<file path="config.mk">
export PLATFORM = sky130hd
export DESIGN_NAME = id_ex_pipe
export DESIGN_NICKNAME = d
export VERILOG_FILES = /design/src/rtl/core_pkg.sv /design/src/rtl/load_use_detect.sv /design/src/rtl/id_ex_pipe.sv
export SDC_FILE = /design/constraint.sdc
export NUM_CORES = 1
export LEC_CHECK = 0
export ABC_AREA = 1
export BUFFER_PORTS_ARGS = -buffer_cell sky130_fd_sc_hd__buf_4
export CAP_MARGIN = 20
export CORE_MARGIN = 5
export CORE_UTILIZATION = 47
export CTS_CLUSTER_SIZE = 10
export DETAILED_ROUTE_END_ITERATION = 6
export GPL_TIMING_DRIVEN = 0
export PLACE_DENSITY_LB_ADDON = 0.05
export SLEW_MARGIN = 20
export SYNTH_ARGS = -nofsm -noshare
export SYNTH_HDL_FRONTEND = slang
export SYNTH_HIERARCHICAL = 1
export SYNTH_SLANG_ARGS = --single-unit
</file>
<file path="constraint.sdc">
create_clock -name clk -period 2.6 [get_ports clk]
set_clock_uncertainty 0.1 [all_clocks]
set_input_delay 0.26 -clock clk [delete_from_list [all_inputs] [get_ports clk]]
set_output_delay 0.26 -clock clk [all_outputs]
set_load 0.02 [all_outputs]
</file>
<file path="src/rtl/core_pkg.sv">
// Shared core definitions: default datapath widths, ALU operation encodings
// and the hard-wired zero register.
package core_pkg;

    localparam int XLEN     = 32;
    localparam int REG_AW   = 5;
    localparam int ALUCTL_W = 3;
    localparam int F3_W     = 3;
    localparam int CNT_W    = 16;

    typedef enum logic [ALUCTL_W-1:0] {
        ALU_ADD = 3'b000,
        ALU_SUB = 3'b001,
        ALU_AND = 3'b010,
        ALU_OR  = 3'b011,
        ALU_XOR = 3'b100,
        ALU_SLT = 3'b101,
        ALU_SLL = 3'b110,
        ALU_SRL = 3'b111
    } alu_op_e;

    localparam logic [REG_AW-1:0] ZERO_REG = 5'd0;

    // Rename check: a real producer writes a non-zero destination that matches a source.
    function automatic logic reg_match(input logic [REG_AW-1:0] dst,
                                       input logic [REG_AW-1:0] src);
        return (dst != ZERO_REG) && (dst == src);
    endfunction

endpackage

</file>
<file path="src/rtl/load_use_detect.sv">
// Combinational load-use hazard check between a load in a later stage and the
// instruction currently being decoded. Register x0 never creates a hazard.
module load_use_detect #(
    parameter int REG_AW = core_pkg::REG_AW
) (
    input  logic              valid_e,
    input  logic              reg_write_e,
    input  logic              mem_to_reg_e,
    input  logic [REG_AW-1:0] a3_e,
    input  logic              valid_d,
    input  logic [REG_AW-1:0] rd1_addr_d,
    input  logic [REG_AW-1:0] rd2_addr_d,
    output logic              hazard
);
    import core_pkg::*;

    logic is_load_s;
    logic dst_live_s;
    logic src_hit_s;

    assign is_load_s  = valid_e & reg_write_e & mem_to_reg_e;
    assign dst_live_s = (a3_e != REG_AW'(ZERO_REG));
    assign src_hit_s  = (a3_e == rd1_addr_d) | (a3_e == rd2_addr_d);
    assign hazard     = is_load_s & dst_live_s & valid_d & src_hit_s;

endmodule

</file>
<file path="src/rtl/id_ex_pipe.sv">
// ID/EX pipeline register with flush/stall priority, load-use bubble insertion
// and a saturating bubble counter.
module id_ex_pipe #(
    parameter int XLEN     = core_pkg::XLEN,
    parameter int REG_AW   = core_pkg::REG_AW,
    parameter int ALUCTL_W = core_pkg::ALUCTL_W,
    parameter int F3_W     = core_pkg::F3_W,
    parameter int CNT_W    = core_pkg::CNT_W
) (
    input  logic                clk,
    input  logic                rst_n,
    input  logic                ValidD,
    input  logic [XLEN-1:0]     RD1D,
    input  logic [XLEN-1:0]     RD2D,
    input  logic [XLEN-1:0]     SignImmD,
    input  logic [REG_AW-1:0]   RD1AddrD,
    input  logic [REG_AW-1:0]   RD2AddrD,
    input  logic [REG_AW-1:0]   A3D,
    input  logic                RegWriteD,
    input  logic                MemtoRegD,
    input  logic                MemWriteD,
    input  logic                ALUSrcD,
    input  logic [ALUCTL_W-1:0] ALUControlD,
    input  logic [F3_W-1:0]     funct3D,
    input  logic                StallE,
    input  logic                FlushE,
    input  logic                CntClr,
    output logic                ValidE,
    output logic [XLEN-1:0]     RD1E,
    output logic [XLEN-1:0]     RD2E,
    output logic [XLEN-1:0]     SignImmE,
    output logic [REG_AW-1:0]   RD1AddrE,
    output logic [REG_AW-1:0]   RD2AddrE,
    output logic [REG_AW-1:0]   A3E,
    output logic                RegWriteE,
    output logic                MemtoRegE,
    output logic                MemWriteE,
    output logic                ALUSrcE,
    output logic [ALUCTL_W-1:0] ALUControlE,
    output logic [F3_W-1:0]     funct3E,
    output logic                LoadUseStallD,
    output logic [CNT_W-1:0]    BubbleCnt
);

    logic                valid_r,      valid_s;
    logic [XLEN-1:0]     rd1_r,        rd1_s;
    logic [XLEN-1:0]     rd2_r,        rd2_s;
    logic [XLEN-1:0]     imm_r,        imm_s;
    logic [REG_AW-1:0]   rd1_addr_r,   rd1_addr_s;
    logic [REG_AW-1:0]   rd2_addr_r,   rd2_addr_s;
    logic [REG_AW-1:0]   a3_r,         a3_s;
    logic                reg_write_r,  reg_write_s;
    logic                mem_to_reg_r, mem_to_reg_s;
    logic                mem_write_r,  mem_write_s;
    logic                alu_src_r,    alu_src_s;
    logic [ALUCTL_W-1:0] alu_ctl_r,    alu_ctl_s;
    logic [F3_W-1:0]     funct3_r,     funct3_s;
    logic [CNT_W-1:0]    cnt_r,        cnt_s;
    logic                hazard_s;
    logic                bubble_s;

    load_use_detect #(
        .REG_AW (REG_AW)
    ) u_load_use_detect (
        .valid_e      (valid_r),
        .reg_write_e  (reg_write_r),
        .mem_to_reg_e (mem_to_reg_r),
        .a3_e         (a3_r),
        .valid_d      (ValidD),
        .rd1_addr_d   (RD1AddrD),
        .rd2_addr_d   (RD2AddrD),
        .hazard       (hazard_s)
    );

    // Next E-stage contents: flush > stall > bubble > capture.
    always_comb begin
        valid_s      = valid_r;
        rd1_s        = rd1_r;
        rd2_s        = rd2_r;
        imm_s        = imm_r;
        rd1_addr_s   = rd1_addr_r;
        rd2_addr_s   = rd2_addr_r;
        a3_s         = a3_r;
        reg_write_s  = reg_write_r;
        mem_to_reg_s = mem_to_reg_r;
        mem_write_s  = mem_write_r;
        alu_src_s    = alu_src_r;
        alu_ctl_s    = alu_ctl_r;
        funct3_s     = funct3_r;
        bubble_s     = 1'b0;
        if (FlushE || (!StallE && hazard_s)) begin
            // Kill keeps data fields; only validity and controls are cleared.
            valid_s      = 1'b0;
            reg_write_s  = 1'b0;
            mem_to_reg_s = 1'b0;
            mem_write_s  = 1'b0;
            alu_src_s    = 1'b0;
            alu_ctl_s    = {ALUCTL_W{1'b0}};
            bubble_s     = !FlushE;
        end else if (StallE) begin
            valid_s      = valid_r;
        end else begin
            valid_s      = ValidD;
            rd1_s        = RD1D;
            rd2_s        = RD2D;
            imm_s        = SignImmD;
            rd1_addr_s   = RD1AddrD;
            rd2_addr_s   = RD2AddrD;
            a3_s         = A3D;
            funct3_s     = funct3D;
            // Empty decode slot never carries live controls into E.
            reg_write_s  = ValidD & RegWriteD;
            mem_to_reg_s = ValidD & MemtoRegD;
            mem_write_s  = ValidD & MemWriteD;
            alu_src_s    = ValidD & ALUSrcD;
            alu_ctl_s    = ValidD ? ALUControlD : {ALUCTL_W{1'b0}};
        end
    end

    // Bubble counter: clear wins, otherwise saturating increment on a bubble.
    always_comb begin
        cnt_s = cnt_r;
        if (CntClr) begin
            cnt_s = {CNT_W{1'b0}};
        end else if (bubble_s && !(&cnt_r)) begin
            cnt_s = cnt_r + {{(CNT_W-1){1'b0}}, 1'b1};
        end else begin
            cnt_s = cnt_r;
        end
    end

    // E-stage state registers.
    always_ff @(posedge clk or negedge rst_n) begin
        if (!rst_n) begin
            valid_r      <= 1'b0;
            rd1_r        <= {XLEN{1'b0}};
            rd2_r        <= {XLEN{1'b0}};
            imm_r        <= {XLEN{1'b0}};
            rd1_addr_r   <= {REG_AW{1'b0}};
            rd2_addr_r   <= {REG_AW{1'b0}};
            a3_r         <= {REG_AW{1'b0}};
            reg_write_r  <= 1'b0;
            mem_to_reg_r <= 1'b0;
            mem_write_r  <= 1'b0;
            alu_src_r    <= 1'b0;
            alu_ctl_r    <= {ALUCTL_W{1'b0}};
            funct3_r     <= {F3_W{1'b0}};
            cnt_r        <= {CNT_W{1'b0}};
        end else begin
            valid_r      <= valid_s;
            rd1_r        <= rd1_s;
            rd2_r        <= rd2_s;
            imm_r        <= imm_s;
            rd1_addr_r   <= rd1_addr_s;
            rd2_addr_r   <= rd2_addr_s;
            a3_r         <= a3_s;
            reg_write_r  <= reg_write_s;
            mem_to_reg_r <= mem_to_reg_s;
            mem_write_r  <= mem_write_s;
            alu_src_r    <= alu_src_s;
            alu_ctl_r    <= alu_ctl_s;
            funct3_r     <= funct3_s;
            cnt_r        <= cnt_s;
        end
    end

    assign ValidE        = valid_r;
    assign RD1E          = rd1_r;
    assign RD2E          = rd2_r;
    assign SignImmE      = imm_r;
    assign RD1AddrE      = rd1_addr_r;
    assign RD2AddrE      = rd2_addr_r;
    assign A3E           = a3_r;
    assign RegWriteE     = reg_write_r;
    assign MemtoRegE     = mem_to_reg_r;
    assign MemWriteE     = mem_write_r;
    assign ALUSrcE       = alu_src_r;
    assign ALUControlE   = alu_ctl_r;
    assign funct3E       = funct3_r;
    assign LoadUseStallD = hazard_s;
    assign BubbleCnt     = cnt_r;

endmodule

</file>
## After elaboration in Yosys (flattened, before gate mapping)

Index checks and enable logic that the tools add are counted.

| storage, ports and cells | value |
|---|---|
| logic and storage cells | 56 |
| bits in registers | 138 |

| cells by class | value |
|---|---|
| mux-type cells | 16 |
| bitwise gates (word level) | 12 |
| reduce and logical (&&, ||, !) cells | 10 |
| eq/ne operators | 3 |
| $add $sub $neg | 1 |

Operators with widths:

| kind | number |
|---|---|
| $mux 16 | 2 |
| $add 16x1->16 const B | 1 |
| $reduce_and 16->1 | 1 |
| $mux 1 | 11 |
| $eq 5x5->1 | 2 |
| $and 1x1->1 | 9 |
| $mux 3 | 3 |
| $reduce_bool 5->1 | 1 |
| $logic_not 1->1 | 3 |
| $logic_and 1x1->1 | 2 |
| $ne 2x1->1 const B | 1 |
| $not 1->1 | 2 |
| $reduce_and 2->1 | 1 |
| $reduce_bool 2->1 | 1 |
| $logic_or 1x1->1 | 1 |
| $or 1x1->1 | 1 |

## Longest topological paths before layout

Gate-level depths: netlist of the first run.

| depth | value |
|---|---|
| depth after elaboration | 11 |
| mapped depth | 13 |
| gate-level depth less buffers | 13 |

## Hierarchy

Netlist of the first run, hierarchy kept.

By module, submodules not included:

| module | area each (um^2) | cells an instance | times used | sequential area each (um^2) |
|---|---|---|---|---|
| id_ex_pipe | 5650.4 | 682 | 1 | 3453.3 |
| load_use_detect | 203.9 | 47 | 1 | 0.0 |

## Worst setup path after synthesis of the first run

No wires, ideal clock.

| timing | value |
|---|---|
| kind | register -> register |
| start | reg a3_r[3] (netlist: A3E[3]) |
| end | reg cnt_r[2] (netlist: BubbleCnt[2]) |
| path slack | 0.426 ns |
| data required time | 2.382 ns |
| clock period less this slack | 2.174 ns |
| stages on the path, launching flop included | 14 |
| buffers on the path | 0 |
| arrival | 1.956 ns |
| cell sequence | dfrtp_1 > inv_1 > nand2_1 > nand2_1 > nor2_1 > nand3_1 > a21oi_2 > inv_1 > nor3_2 > inv_1 > nor2_1 > nor2_2 > nand2_1 > nand2_1 |

| between the ends | value |
|---|---|
| longest elaborated chain between the ends | 9 |

Ends and longest elaborated chain:

| what | line | source |
|---|---|---|
| start: declaration | id_ex_pipe.sv:51 | `logic [REG_AW-1:0] a3_r, a3_s;` |
| start signal: assignment | id_ex_pipe.sv:141 | `a3_r <= {REG_AW{1'b0}};` |
| start signal: assignment | id_ex_pipe.sv:156 | `a3_r <= a3_s;` |
| $reduce_bool 5->1 | load_use_detect.sv:22 | `assign dst_live_s = (a3_e != REG_AW'(ZERO_REG));` |
| $and 1x1->1 (2 in series) | load_use_detect.sv:24 | `assign hazard = is_load_s & dst_live_s & valid_d & src_hit_s;` |
| $and 1x1->1 * | load_use_detect.sv:24 |  |
| net LoadUseStallD | id_ex_pipe.sv:41 | `output logic LoadUseStallD,` |
| $logic_and 1x1->1 * | id_ex_pipe.sv:91 | `if (FlushE \|\| (!StallE && hazard_s)) begin` |
| $logic_or 1x1->1 * | id_ex_pipe.sv:91 |  |
| $mux 1 * | id_ex_pipe.sv:91 |  |
| $logic_and 1x1->1 * | id_ex_pipe.sv:125 | `end else if (bubble_s && !(&cnt_r)) begin` |
| $reduce_bool 2->1 (no line) * | - |  |
| end signal: assignment | id_ex_pipe.sv:148 | `cnt_r <= {CNT_W{1'b0}};` |
| end signal: assignment | id_ex_pipe.sv:163 | `cnt_r <= cnt_s;` |
| end: declaration | id_ex_pipe.sv:58 | `logic [CNT_W-1:0] cnt_r, cnt_s;` |

Mark *: on every way through the listed nets, which the timed path passes. The rest lies on a longest branch.
A chain may end at the register's enable or synchronous reset.

## Worst setup path after layout of the first run

| timing | value |
|---|---|
| start | in RD2AddrD[0] |
| end | reg cnt_r[3] (netlist: BubbleCnt[3]) |

| between the ends | value |
|---|---|
| longest elaborated chain between the ends | 8 |

Ends and longest elaborated chain:

| what | line | source |
|---|---|---|
| start: declaration | id_ex_pipe.sv:17 | `input logic [REG_AW-1:0] RD2AddrD,` |
| $eq 5x5->1 | load_use_detect.sv:23 | `assign src_hit_s = (a3_e == rd1_addr_d) \| (a3_e == rd2_addr_d);` |
| $or 1x1->1 | load_use_detect.sv:23 |  |
| $and 1x1->1 | load_use_detect.sv:24 |  |
| $logic_and 1x1->1 | id_ex_pipe.sv:91 |  |
| $logic_or 1x1->1 | id_ex_pipe.sv:91 |  |
| $mux 1 | id_ex_pipe.sv:91 |  |
| $logic_and 1x1->1 | id_ex_pipe.sv:125 |  |
| $reduce_bool 2->1 (no line) | - |  |

Every way passes these cells.

==> metrics.txt, run 1 <==
fin nets=1262; Worst VDD drop=403 uV; Tcrit/Tclk final=0.908; Final Hold Viols=0; Area growth syn-to-layout=67.9%; initial antenna violation count=1; Post-Route WL=20.2 mm; IO buf count=264; Flop pwr share=0.412; PnR worst setup slack=0.239 ns; Least-Margin Pin Slew=0.517 ns; TritonCTS Buffers=17; Final min period=2.36 ns; pwr dens=624 nW/um2; layout cell share with drive strength beyond 1=0.276; Worst setup EP type=flip-flop; RD Place Congestion=0.839; placement row count=40; setup TNS=0 ns; TritonCTS clock tree=done; Clk pwr share=0.359; I/O pin cnt=266; FF-to-FF setup slack=0.29 ns; Yosys Warn Count=6; clock latency on the worst-skew pair=0.41 ns; final hold slack=0.0179 ns; # fillers=788; Int Pwr=4.40 mW; antenna-violating nets left=0; leakage power=5.40 nW; drt drc=0; worst path cell trace=dlygate4sd3_1, buf_4, nor2_1, nor2_1, nor2_1, nand3_1, a21oi_2, inv_1, nor3_2, inv_1, nor2_1, nor2_2, nand2_1, nand2_1; Setup violations, final=0; multi-input logic area=2140 um2; Register Area=3450 um2; H-tree level count=4; first-pass GRT wire length=31.9 mm; Clock Pin Slew Worst Setup and Hold Paths=0.05 ns; crit path capture=BubbleCnt[3]$_DFFE_PN0P_; gr ovfl total=0; Critical Path Slowest Stage Cell=dlygate4sd3_1; crit path kind=in2reg; critical path's largest stage delay=0.54 ns; capturing point of the worst reg2reg path=BubbleCnt[3]$_DFFE_PN0P_; Max FO, Critical Path=6; violation count after the first detailed-route iteration=542; post-synthesis cell type count=19; maximum capacitance violations=0; GRT Util Overall=0.275; Die Height=122 um; CTS sink count=138; reg2reg path depth=12; vias in the first global route=6422; DP Worst Slack=0.236 ns; FF+latch count, synth=138; largest net degree at the start of global routing=75; RSZ-0062 raised after global routing=no; Die Footprint=14800 um2; Starting Density=0.483; Syn Nets=857; die width=122 um; Synth Instances=729; wire length per cell=15.4 um; Detailed Routing Iterations Pass 1=5; Worst Path Required=2.80 ns; most used cell, CP=nor2_1; post-synthesis sequential area ratio=0.590; syn avg cell area=8.03 um2; core area=12100 um2; worst r2r src=A3E[0]$_DFFE_PN0P_; detailed-route vias per instance=4.83; post-DP HPWL=12.9 mm; run status=complete, no violations; CTS root buf=clkbuf_16; min-delay worst type=in2reg; Synth Cell Area=5850 um2; Slew Viols, Final=0; Final Power=6.13 mW; Gate power share=0.229; max_slew headroom=0.655; sw frac=0.283; CP startpoint kind=input port; Vias=6336; Worst EP arrival=2.56 ns; sw power=1.74 mW; CP Launch Point=RD2AddrD[0]; Max clock buf depth=2; Max Fclk=424 MHz
## flip-flops by register name (all words and copies together), names as in the netlist
signal and count:
RD1E 32, RD2E 32, SignImmE 32, BubbleCnt 16, A3E 5, RD1AddrE 5
RD2AddrE 5, ALUControlE 3, funct3E 3, ALUSrcE 1, MemWriteE 1, MemtoRegE 1
RegWriteE 1, ValidE 1
## how the worst min path moves through the flow
stage	start	to	slack (ns)	cells past startpoint
2_1_floorplan	rst_n	A3E[0]$_DFFE_PN0P_	-0.14	0
3_3_place_gp	RD1E[12]$_DFFE_PN0P_	RD1E[12]$_DFFE_PN0P_	0.36	2
3_5_place_dp	rst_n	BubbleCnt[7]$_DFFE_PN0P_	0.14	1
4_1_cts	RD2D[16]	RD2E[16]$_DFFE_PN0P_	0.01	3
5_1_grt	RD2D[16]	RD2E[16]$_DFFE_PN0P_	0.03	3
6_report	RD2D[16]	RD2E[16]$_DFFE_PN0P_	0.02	3
## power groups by stage
| stage | sequential [mW] | clock, mW | combinational [mW] |
|---|---|---|---|
| after floorplan | 2.82 | 0 | 0.275 |
| after global placement | 2.54 | 0 | 1.22 |
| after detailed placement | 2.54 | 0 | 1.24 |
| after CTS | 2.51 | 2.23 | 1.39 |
| after global routing | 2.55 | 2.32 | 1.51 |
| final | 2.53 | 2.20 | 1.40 |
## Yosys cell counts (all sizes together)
master | n | area share
inv | 33 | 0.021
nand2 | 429 | 0.28
o21ai | 8 | 0.0068
nor3 | 2 | 0.0045
ha | 1 | 0.0021
nand3 | 39 | 0.033
buf | 20 | 0.018
xor2 | 5 | 0.0075
nand4 | 6 | 0.0064
nor2 | 32 | 0.021
dfrtp | 138 | 0.59
clkbuf | 9 | 0.0058
xnor2 | 3 | 0.0045
a21oi | 4 | 0.0041
## kinds of logic (layout without fill, tap and decap cells)
family,after synthesis,count (layout),share of synthesized area
AND/OR/NAND/NOR,508,508,0.341
adder cells (fa/ha/maj),1,1,0.00214
AO/OA/AOI/OAI,12,12,0.0109
buffers and inverters,62,477,0.0445
flip-flops,138,138,0.590
other,0,1,0
XOR/XNOR,8,8,0.0120
## placed cells by master (no fill, tap or decap), types with 2 or more instances in the layout
cell	netlist	final
nand2_1	429	429
buf_4	1	264
dfrtp_1	138	138
dlygate4sd3_1	0	121
nand3_1	39	39
inv_1	31	31
nor2_1	30	29
buf_2	19	19
clkbuf_16	0	17
clkbuf_1	9	15
o21ai_0	8	8
nand4_1	6	6
xor2_1	5	5
nor2_2	2	3
a21oi_1	3	3
xnor2_1	3	3
clkbuf_8	0	3
inv_2	2	2
clkinv_2	0	2
## through the flow
stage | cells | instance area (um2) | util
detailed placement | 1162 | 8080 | 0.667
floorplan | 729 | 5850 | -
CTS | 1312 | 9820 | 0.811
finish | 1313 | 9830 | 0.811
global route | 1313 | 9830 | 0.811
global placement | 1161 | 8050 | 0.664
## critical path, delay by kind of cell
family	cells	cell delay [ns]
and+or+nand+nor	9	1.22
buffers and inverters	4	0.84
AOI/OAI and AO/OA	1	0.24
## area by class of cell
class | instances | area share
clock buffer | 26 | 0.0498
timing repair buffer | 386 | 0.328
clock inverter | 3 | 0.00407
inverter | 33 | 0.0126
antenna | 1 | 0.000255
buffer | 29 | 0.0139
tap | 168 | 0.0214
multi-input combinational | 529 | 0.218
sequential | 138 | 0.351
## metal layers
metal,GRT usage,wire [um],share of wire
met5,0,0,0
met4,0.122,732,0.036
met3,0.0933,1670,0.083
met2,0.490,10400,0.52
met1,0.296,7340,0.36
## what timing repair did
action / 4_1_cts / 5_1_grt
gates resized for setup: 0 / 1
setup buffers: 0 / 0
hold buffers: 121 / 0
endpoints found under the setup margin: 0 / 5
endpoints found under the hold margin: 184 / 0
No activity file was read; power rests on OpenSTA's default activity.
==> inputs of run 2 (changes only) <==
--- a/config.mk
+++ b/config.mk
@@ -7,12 +7,13 @@
 export LEC_CHECK = 0
 export ABC_AREA = 1
 export BUFFER_PORTS_ARGS = -buffer_cell sky130_fd_sc_hd__buf_4
-export CAP_MARGIN = 20
+export CAP_MARGIN = 0
 export CORE_MARGIN = 5
 export CORE_UTILIZATION = 47
 export CTS_CLUSTER_SIZE = 10
 export DETAILED_ROUTE_END_ITERATION = 6
 export GPL_TIMING_DRIVEN = 0
+export MAX_ROUTING_LAYER = met4
 export PLACE_DENSITY_LB_ADDON = 0.05
 export SLEW_MARGIN = 20
 export SYNTH_ARGS = -nofsm -noshare
==> metrics.txt, run 2 (same netlist as run 1, synthesis figures left out) <==
IO buf count=264 (unchanged); layout cell share with drive strength beyond 1=0.276 (unchanged); Worst setup EP type=flip-flop; Tcrit/Tclk final=0.909 (about the same); most frequent cells in the layout=nand2_1 (429), buf_4 (264), dfrtp_1 (138); fin nets=1262 (unchanged); vias in the first global route=6441 (+0.30%); antenna-violating nets left=0 (unchanged); Max Fclk=423 MHz (about the same); CTS root buf=clkbuf_16; setup TNS=0 ns (unchanged); TritonCTS Buffers=17 (unchanged); Die Height=122 um (unchanged); gr ovfl total=0 (unchanged); Area growth syn-to-layout=67.9% (unchanged); run status=complete, no violations; initial antenna violation count=1 (unchanged); Worst EP arrival=2.56 ns (about the same); Clock Pin Slew Worst Setup and Hold Paths=0.05 ns (about the same); Post-Route WL=20.2 mm (about the same); RD Place Congestion=0.852 (+1.5%); CTS sink count=138 (unchanged); reg2reg path depth=12 (unchanged); Detailed Routing Iterations Pass 1=5 (unchanged); Worst VDD drop=404 uV (+0.11%); Setup violations, final=0 (unchanged); H-tree level count=4 (unchanged); TritonCTS clock tree=done; hold path start=RD2D[16]; final design utilization=0.811 (unchanged); final instance area=9830 um2 (unchanged); Vias=6288 (-0.76%); crit path kind=in2reg; CP startpoint kind=input port; Hold Path Depth=3 (unchanged); I/O pin cnt=266 (unchanged); pwr dens=624 nW/um2 (about the same); post-CTS setup buffer count=0 (unchanged); post-DP HPWL=12.9 mm (unchanged); min-delay worst type=in2reg; Max clock buf depth=2 (unchanged); placement row count=40 (unchanged); core area=12100 um2 (unchanged); largest net degree at the start of global routing=75 (unchanged); max_slew headroom=0.650 (-0.00477); most common cell after layout, fill and taps aside=nand2_1; FF-to-FF setup slack=0.29 ns (about the same); GRT Util Overall=0.284 (+0.00823); detailed-route vias per instance=4.79 (-0.76%); Least-Margin Pin Slew=0.524 ns (+0.00715 ns); wire length per cell=15.3 um (about the same); Placed Instance Area=8080 um2 (unchanged); # fillers=788 (unchanged); CP Launch Point=RD2AddrD[0]; Die Footprint=14800 um2 (unchanged); drt drc=0 (unchanged); Starting Density=0.483 (unchanged); leakage power=5.40 nW (unchanged); RSZ-0062 raised after global routing=no; clock latency on the worst-skew pair=0.41 ns (about the same); Slew Viols, Final=0 (unchanged); die width=122 um (unchanged); first-pass GRT wire length=31.8 mm (-0.19%); Final min period=2.36 ns (+0.00164 ns); maximum capacitance violations=0 (unchanged); violation count after the first detailed-route iteration=559 (+3.1%); Worst Path Required=2.80 ns (about the same); Final Hold Viols=0 (unchanged); worst r2r src=A3E[0]$_DFFE_PN0P_; Max FO, Critical Path=6 (unchanged)
==> run 2: area by class of cell <==
class,count,area (um2),area share
inverters,33,124,0.0126
well taps,168,210,0.0214
clock buffers,26,489,0.0498
repair buffers,386,3230,0.328
plain buffers,29,136,0.0139
clock inverters,3,40.0,0.00407
multi-input cells,529,2140,0.218
flip-flops and latches,138,3450,0.351
diodes,1,2.50,0.000255
==> run 2: power breakdown <==
| group | internal (mW) | leakage (nW) | switching [mW] | total, mW |
|---|---|---|---|---|
| combinational | 0.647 | 3.40 | 0.756 | 1.40 |
| sequential | 2.38 | 1.74 | 0.148 | 2.53 |
| clock | 1.37 | 0.260 | 0.831 | 2.20 |
==> run 2: per-stage QoR <==
step | total power, mW | hold WS, ns | instances | worst slack (ns)
after global placement | 3.75 | 0.355 | 1161 | 0.255
final | 6.13 | 0.0182 | 1313 | 0.238
after floorplan | 3.10 | -0.136 | 729 | 0.426
after global routing | 6.39 | 0.0312 | 1313 | 0.0238
after detailed placement | 3.78 | 0.140 | 1162 | 0.236
after CTS | 6.13 | 0.0125 | 1312 | 0.196
==> run 2: timing repair <==
action                                  4_1_cts  5_1_grt
resized for setup                             0        1
endpoints found under the hold margin       184        0
hold buffers                                121        0
endpoints found under the setup margin        0        5
==> run 2: critical path, stage by stage <==
cell,delay (ns)
dlygate4sd3_1,0.54
buf_4,0.14
nor2_1,0.08
nor2_1,0.05
nor2_1,0.12
nand3_1,0.10
a21oi_2,0.24
inv_1,0.08
nor3_2,0.35
inv_1,0.08
nor2_1,0.27
nor2_2,0.11
nand2_1,0.09
nand2_1,0.06
==> run 2: routing by layer <==
metal / global-route usage / wire [um] / vias to the layer above
met1: 0.303 / 7450 / 2952
met4: 0.120 / 704 / 0
met3: 0.0854 / 1590 / 50
li1: - / - / 3029
met5: - / 0 / -
met2: 0.490 / 10400 / 257
==> run 2: path summary, 6_finish.rpt <==
check / endpoint
worst min register to register: RD2E[12]$_DFFE_PN0P_
worst max-delay path: BubbleCnt[3]$_DFFE_PN0P_
worst max register to register: BubbleCnt[3]$_DFFE_PN0P_
max in group asynchronous: BubbleCnt[8]$_DFFE_PN0P_
worst min-delay path: RD2E[16]$_DFFE_PN0P_
min in group asynchronous: BubbleCnt[7]$_DFFE_PN0P_
==> inputs of run 3 (changes only) <==
--- a/config.mk
+++ b/config.mk
@@ -6,7 +6,7 @@
 export NUM_CORES = 1
 export LEC_CHECK = 0
 export ABC_AREA = 1
-export BUFFER_PORTS_ARGS = -buffer_cell sky130_fd_sc_hd__buf_4
+export BUFFER_PORTS_ARGS = -buffer_cell sky130_fd_sc_hd__buf_2
 export CAP_MARGIN = 0
 export CORE_MARGIN = 5
 export CORE_UTILIZATION = 47
@@ -14,7 +14,7 @@
 export DETAILED_ROUTE_END_ITERATION = 6
 export GPL_TIMING_DRIVEN = 0
 export MAX_ROUTING_LAYER = met4
-export PLACE_DENSITY_LB_ADDON = 0.05
+export PLACE_DENSITY = 0.91
 export SLEW_MARGIN = 20
 export SYNTH_ARGS = -nofsm -noshare
 export SYNTH_HDL_FRONTEND = slang
==> metrics.txt, run 3 (same netlist as run 1, synthesis figures left out) <==
H-tree level count=4 (unchanged); max_slew headroom=0.676 (+0.0259); Least-Margin Pin Slew=0.486 ns (-0.0389 ns); routed wl met2=11.5 mm (+11%); met3 WL=1.58 mm (-1.0%); IO buf count=264 (unchanged); GRT Util Overall=0.308 (+0.0244); leakage power=5.23 nW (-3.1%); wire length per cell=17.0 um (+11%); pwr dens=664 nW/um2 (+6.5%); I/O pin cnt=266 (unchanged); TritonCTS Buffers=17 (unchanged); Slew Viols, Final=0 (unchanged); Crit path max-delay family=simple AND/OR/NAND/NOR gates; Clock Pin Slew Worst Setup and Hold Paths=0.06 ns (about the same); FF-to-FF setup slack=0.20 ns (-0.09 ns); PnR worst setup slack=0.184 ns (-0.0534 ns); die width=122 um (unchanged); Detailed Routing Iterations Pass 1=5 (unchanged); Max FO, Critical Path=6 (unchanged); min-delay worst type=in2reg; most used cell, CP=nor2_1; max layer used=met4; Max Fclk=414 MHz (-2.2%); Worst setup EP type=flip-flop; Die Footprint=14800 um2 (unchanged); Area growth syn-to-layout=57.3%; gr ovfl total=0 (unchanged); crit path kind=in2reg; vias in the first global route=6786 (+5.4%); # fillers=768 (-2.5%); Post-Route WL=22.4 mm (+11%); Worst VDD drop=479 uV (+19%); clock latency on the worst-skew pair=0.42 ns (about the same); CTS sink count=138 (unchanged); critical path's largest stage delay=0.54 ns (about the same); Vias=6610 (+5.1%); most frequent cells in the layout=nand2_1 (429), buf_2 (282), dfrtp_1 (138); antenna-violating nets left=0 (unchanged); placement row count=40 (unchanged); CP startpoint kind=input port; most common cell after layout, fill and taps aside=nand2_1; initial antenna violation count=3 (+2); post-DP HPWL=13.2 mm (+1.6%); Critical Path Slowest Stage Cell=dlygate4sd3_1; Met1 Wirelength=8.15 mm (+9.4%); Worst Path Required=2.85 ns (+0.05 ns); # placed instances=1162 (unchanged); largest net degree at the start of global routing=80 (+6.7%); non-filler cells, final=1320 (+0.53%); DP Worst Slack=0.324 ns (+0.0873 ns); run status=complete, no violations; Tcrit/Tclk final=0.929 (+0.0205); Setup violations, final=0 (unchanged); Buf/Inv on CP=3 (-1); first-pass GRT wire length=34.4 mm (+8.0%); maximum capacitance violations=0 (unchanged); CTS root buf=clkbuf_16; fin nets=1261 (-0.079%); Max clock buf depth=2 (unchanged); worst path cell trace=dlygate4sd3_1, buf_2, nor2_1, nor2_1, nor2_1, nand3_1, a21oi_2, inv_1, nor3_2, nand2_1, nor2_1, nand2_1, nand2_1; final hold slack=0.0158 ns (-0.00240 ns); RD Place Congestion=0.884 (+3.7%); Final min period=2.42 ns (+0.0534 ns); drt drc=0 (unchanged); Worst EP arrival=2.66 ns (+0.10 ns); Starting Density=0.483 (unchanged); layout cell share with drive strength beyond 1=0.283 (+0.00650); post-CTS setup buffer count=0 (unchanged); detailed-route vias per instance=5.01 (+4.6%); TritonCTS clock tree=done; Final Hold Viols=0 (unchanged); Die Height=122 um (unchanged); RSZ-0062 raised after global routing=no; core area=12100 um2 (unchanged); violation count after the first detailed-route iteration=592 (+5.9%)
## run 3: changes by cell type in the layout (fill, tap and decap cells not counted), sizes merged
cell / delta
inv: +2
clkinv: +3
diode: +5
dlygate4sd3: -1
clkinvlp: +5
clkbuf: -7
## run 3: timing repair
action / CTS / global route
hold buffers: 120 / 0
gates resized for setup: 0 / 0
hold endpoints to repair: 178 / 0
endpoints found under the setup margin: 0 / 0
## run 3: routing by layer
metal,vias up,track usage
li1,3037,-
met1,3095,0.335
met2,378,0.521
met3,100,0.0715
met4,0,0.169
met5,-,-
## run 3: cell type report
type                    count  area [um2]  share of cell area
clock buffers              19         453              0.0492
flip-flops and latches    138        3450               0.375
diodes                      6        15.0             0.00163
multi-input cells         529        2140               0.232
repair buffers            385        2560               0.278
plain buffers              29         136              0.0148
well taps                 168         210              0.0228
clock inverters            13         118              0.0128
inverters                  33         124              0.0134
## run 3: final timing paths
| check | endpoint | from | cells after the start |
|---|---|---|---|
| max | BubbleCnt[13]$_DFFE_PN0P_ | RD1AddrD[0] | 13 |
| min | MemtoRegE$_DFFE_PN0P_ | MemtoRegD | 3 |
| max reg2reg | BubbleCnt[13]$_DFFE_PN0P_ | A3E[0]$_DFFE_PN0P_ | 11 |
| min reg2reg | RD1E[1]$_DFFE_PN0P_ | RD1E[1]$_DFFE_PN0P_ | 2 |
| max in group asynchronous | SignImmE[11]$_DFFE_PN0P_ | rst_n | 3 |
| min in group asynchronous | BubbleCnt[12]$_DFFE_PN0P_ | rst_n | 2 |
## run 3: worst min-delay path, cell delays in order
cell and delay [ns]:
buf_2 0.10, nand3_1 0.08, nand2_1 0.06
## run 3: where the power goes
| part | switching, mW | internal (mW) | total, mW |
|---|---|---|---|
| clock network | 0.974 | 1.37 | 2.34 |
| logic | 0.775 | 0.469 | 1.24 |
| registers | 0.156 | 2.38 | 2.53 |
## run 3: stage by stage
stage          cell area, um2  setup TNS, ns  power (mW)  utilization
5_1_grt                  9200              0        6.34        0.760
3_3_place_gp             7390         -94.71        3.55        0.610
2_1_floorplan            5850              0        3.10            -
3_5_place_dp             7420              0        3.60        0.613
6_report                 9210              0        6.12        0.760
4_1_cts                  9200              0        6.05        0.759
